## config.mk

```make
export PLATFORM = sky130hd
export DESIGN_NAME = multiplication_isoschedule_seq
export DESIGN_NICKNAME = d
export VERILOG_FILES = /design/src/rtl/multiplication_isoschedule_seq.sv
export SDC_FILE = /design/constraint.sdc
export NUM_CORES = 1
export LEC_CHECK = 0
export ABC_AREA = 0
export BUFFER_PORTS_ARGS = -buffer_cell sky130_fd_sc_hd__buf_2
export CAP_MARGIN = 20
export CORE_MARGIN = 2
export CORE_UTILIZATION = 50
export CTS_CLUSTER_DIAMETER = 30
export DETAILED_ROUTE_END_ITERATION = 6
export PLACE_DENSITY = 0.78
export SLEW_MARGIN = 10
export SYNTH_ARGS = -nofsm -noshare
export SYNTH_HDL_FRONTEND = slang
export SYNTH_SLANG_ARGS = --single-unit
```

## constraint.sdc

```tcl
create_clock -name clk -period 16 [get_ports clk]
set_clock_uncertainty 0.15 [all_clocks]
set_input_delay 2.4 -clock clk [delete_from_list [all_inputs] [get_ports clk]]
set_output_delay 2.4 -clock clk [all_outputs]
set_load 0.05 [all_outputs]
```

## src/rtl/multiplication_isoschedule_seq.sv

```systemverilog
// Time-multiplexed DIM_C x DIM_A multiplier array: LANES input elements per cycle against all weights.
// Optional MULT_ISO_ACCUM_EN adds in_acc to accumulate onto the held product array instead of overwriting.
module multiplication_isoschedule_seq #(
  parameter int unsigned DIM_A        = 8,
  parameter int unsigned DIM_C        = 4,
  parameter int unsigned INPUT_WIDTH  = 4,
  parameter int unsigned WEIGHT_WIDTH = 8,
  parameter int unsigned ACC_WIDTH    = 16,
  parameter int unsigned LANES        = 1
) (
  input  logic                               clk,
  input  logic                               rst,
  input  logic                               in_valid,
  output logic                               in_ready,
`ifdef MULT_ISO_ACCUM_EN
  input  logic                               in_acc,
`endif
  input  logic [DIM_A*INPUT_WIDTH-1:0]       in_data,
  input  logic [DIM_C*WEIGHT_WIDTH-1:0]      weight,
  output logic                               out_valid,
  input  logic                               out_ready,
  output logic [DIM_C*DIM_A*ACC_WIDTH-1:0]   out_data,
  output logic                               busy
);

  localparam int unsigned STEPS  = DIM_A / LANES;
  localparam int unsigned CNT_W  = (STEPS > 1) ? $clog2(STEPS) : 1;
  localparam int unsigned PROD_W = INPUT_WIDTH + WEIGHT_WIDTH;
  localparam int unsigned IN_W   = DIM_A * INPUT_WIDTH;
  localparam int unsigned WT_W   = DIM_C * WEIGHT_WIDTH;
  localparam int unsigned OUT_W  = DIM_C * DIM_A * ACC_WIDTH;

  if (ACC_WIDTH < PROD_W) begin : g_acc_width_check
    $error("ACC_WIDTH must be >= INPUT_WIDTH + WEIGHT_WIDTH");
  end
  if ((LANES == 0) || (LANES > DIM_A) || ((DIM_A % LANES) != 0)) begin : g_lanes_check
    $error("LANES must be in 1..DIM_A and divide DIM_A");
  end

  typedef enum logic [1:0] {S_IDLE, S_COMPUTE, S_HOLD} state_e;

  state_e           state_q;
  logic [CNT_W-1:0] cnt_q;
  logic [IN_W-1:0]  in_q;
  logic [WT_W-1:0]  w_q;
  logic [OUT_W-1:0] out_q, out_d;
  logic             acc_q;
  logic             acc_sample;
  logic             in_ready_q, out_valid_q, busy_q;

`ifdef MULT_ISO_ACCUM_EN
  assign acc_sample = in_acc;
`else
  assign acc_sample = 1'b0;
`endif

  // Product array with this step's LANES columns refreshed (or accumulated).
  always_comb begin
    int unsigned         a_idx;
    logic [PROD_W-1:0]    prod;
    logic [ACC_WIDTH-1:0] prod_ext;
    out_d    = out_q;
    a_idx    = 0;
    prod     = '0;
    prod_ext = '0;
    for (int unsigned l = 0; l < LANES; l++) begin
      for (int unsigned c = 0; c < DIM_C; c++) begin
        a_idx    = 32'(cnt_q) * LANES + l;
        prod     = PROD_W'(in_q[a_idx*INPUT_WIDTH +: INPUT_WIDTH])
                 * PROD_W'(w_q[c*WEIGHT_WIDTH +: WEIGHT_WIDTH]);
        prod_ext = ACC_WIDTH'(prod);
        out_d[(c*DIM_A + a_idx)*ACC_WIDTH +: ACC_WIDTH] =
          acc_q ? (out_q[(c*DIM_A + a_idx)*ACC_WIDTH +: ACC_WIDTH] + prod_ext) : prod_ext;
      end
    end
  end

  // Control FSM with registered handshake/status outputs.
  always_ff @(posedge clk or posedge rst) begin
    if (rst) begin
      state_q     <= S_IDLE;
      cnt_q       <= '0;
      in_q        <= '0;
      w_q         <= '0;
      out_q       <= '0;
      acc_q       <= 1'b0;
      in_ready_q  <= 1'b1;
      out_valid_q <= 1'b0;
      busy_q      <= 1'b0;
    end else begin
      case (state_q)
        S_IDLE: begin
          if (in_valid) begin
            in_q       <= in_data;
            w_q        <= weight;
            acc_q      <= acc_sample;
            cnt_q      <= '0;
            state_q    <= S_COMPUTE;
            in_ready_q <= 1'b0;
            busy_q     <= 1'b1;
          end
        end
        S_COMPUTE: begin
          out_q <= out_d;
          if (cnt_q == CNT_W'(STEPS - 1)) begin
            state_q     <= S_HOLD;
            out_valid_q <= 1'b1;
          end else begin
            cnt_q <= cnt_q + CNT_W'(1);
          end
        end
        S_HOLD: begin
          if (out_ready) begin
            state_q     <= S_IDLE;
            out_valid_q <= 1'b0;
            in_ready_q  <= 1'b1;
            busy_q      <= 1'b0;
          end
        end
        default: begin
          state_q     <= S_IDLE;
          in_ready_q  <= 1'b1;
          out_valid_q <= 1'b0;
          busy_q      <= 1'b0;
        end
      endcase
    end
  end

  assign in_ready  = in_ready_q;
  assign out_valid = out_valid_q;
  assign busy      = busy_q;
  assign out_data  = out_q;

endmodule

```

==> metrics <==
critical path class reg -> reg; chip height 229 um; 1st-pass router iterations 6; GRT overflow 0; largest net degree at the start of global routing 195; min cycle time layout 6.22 ns; Startpoint Class flip-flop; top-area cell type share of the netlist area 45.0%; max-cap violations 0; Hold Path Class reg -> reg; Reg clk slew, reported paths 0.05 ns; PortBufs 454; clock root cell clkbuf_16; die width 229 um; Least-Margin Pin Slew 1.16 ns; first-pass GRT wire length 145,000 um; IO Pins 583; sequential-to-total area share from yosys stat 45.1%; EDFF count, synth 0; 1st-iter DRT viols 2,842; Worst Setup End Kind flip-flop; Slew headroom 22.2%; row count 82; H-tree Lvls 3; post-cts resize count 0; total number of vias 23,964; Final Hold Fails 0; later-pin clock latency in the skew report 0.65 ns; Avg Inst Size Synth 9.60 um2; count leader, synth dfrtp_1; CTS sink cnt 456; wire length per cell 25.9 um; Final #Nets 3,236; global-route usage over all layers 36.5%; Area contributors post-synth dfrtp_1 (45%), nand2_1 (5.7%), buf_4 (4.0%); DR vias/cell 6.30; Final Setup Violations 0; CP Max Fanout 32; area leader, netlist dfrtp_1; most used flip-flop cell after synthesis dfrtp_1; Post-CTS Setup Inserts 0; total CTS buffers 95; DP HPWL 67,900 um; Hold WS 0.322 ns; effective utilization at floorplan 50.5%; #FFs+latches synth 456; clk buf depth 3; final wirelength 98,500 um; Final Slew Violations 0; f_max 0.161 GHz; vias in the first global route 23,288; Worst Path Arrival 6.62 ns; CTS tree yes; Synthesis Warnings 0; ys async rst share 100%; synth unique cells 81; Residual DRC 0; Die Footprint 52,400 um2; Commonest cells post-synth dfrtp_1 (455), nand2_1 (382), nor2_1 (196); RSZ-0062 raised after global routing false; Hold-fix buffers, CTS 0; fraction of layout instances using a drive strength above 1 25.5%; setup_tns 0 ns; area of the core 50,100 um2; Synth Instances 2,634; final worst-path cycle share 38.9%; outcome completed; WP data required 16.40 ns; initial antenna violation count 1; Area Growth Syn to Fin 22.6%; routability cong. 0.948; mapped cell area 25,300 um2; Final ANT Viol Nets 0
[critical path, stage by stage, from the launching register on]
cell and delay [ns]:
dfrtp_1 0.79, mux4_2 0.41, nand2_1 0.09, nand2_1 0.57, and2_1 0.45, fa_1 0.53, inv_1 0.05, fa_1 0.47
inv_1 0.04, ha_1 0.31, o21ai_0 0.41, nor2_1 0.13, or4_1 0.48, nand3_1 0.79, a32oi_1 0.22, o21ai_0 0.21
[stage by stage]
| step | cells | util, % | cell area [um2] | setup slack (ns) |
|---|---|---|---|---|
| 2_1_floorplan | 2761 | - | 25800 | 0.740 |
| 3_3_place_gp | 3617 | 55.0 | 27500 | 10.26 |
| 3_5_place_dp | 3620 | 55.1 | 27600 | 9.96 |
| 4_1_cts | 3798 | 61.9 | 31000 | 9.92 |
| 5_1_grt | 3801 | 61.9 | 31000 | 9.55 |
| 6_report | 3802 | 62.0 | 31000 | 9.78 |
[flip-flops by register name, indices dropped and copies added, names as in the netlist]
| signal | flops |
|---|---|
| busy | 1 |
| cnt_q | 3 |
| in_q | 32 |
| in_ready | 1 |
| out_data | 384 |
| out_valid | 1 |
| state_q | 2 |
| w_q | 32 |
[cells in the final DEF (no fill, tap or decap), types with 75 or more instances in the layout]
cell type	n
a21oi_1	87
dfrtp_1	454
nand2_1	382
a22oi_1	75
conb_1	128
buf_2	454
o21ai_0	175
inv_1	88
nor2_1	195
clkbuf_16	96
[layout make-up]
cell class / instances / area [um2]
timing repair buffer: 503 / 2680
fill: 4103 / 19100
multi-input combinational: 1902 / 12300
clock buffer: 115 / 2580
inverter: 90 / 348
clock inverter: 63 / 822
tap: 672 / 841
sequential: 456 / 11400
antenna: 1 / 2.50
[cells by family after synthesis]
group	count (synthesis)	synth area share, %
compound gates	694	19.0
xor+xnor	17	0.589
fa+ha+maj	120	7.36
buf+inv	403	8.30
flops	456	45.1
mux	85	4.12
other cells	1	0.0148
simple gates	858	15.5
[metal layers]
| metal | share of wire (%) | track usage (%) |
|---|---|---|
| met1 | 35 | 43.9 |
| met2 | 44 | 54.4 |
| met3 | 14 | 14.0 |
| met4 | 7.8 | 24.4 |
| met5 | 0.0071 | 0.460 |
[path summary, 6_finish.rpt]
path                                from            end  slack (ns)  depth (start not counted)
max                             cnt_q[1]   out_data[87]        9.78                         15
min                        out_data[326]  out_data[326]        0.32                          2
max reg2reg                     cnt_q[1]   out_data[87]        9.78                         15
min reg2reg                out_data[326]  out_data[326]        0.32                          2
max in group asynchronous            rst       cnt_q[0]       11.61                          4
min in group asynchronous            rst  out_data[400]        1.72                          2
Power is left out: the tool's default activity adds up to more than one toggle a clock period on the data nets, which glitch-free logic cannot reach.
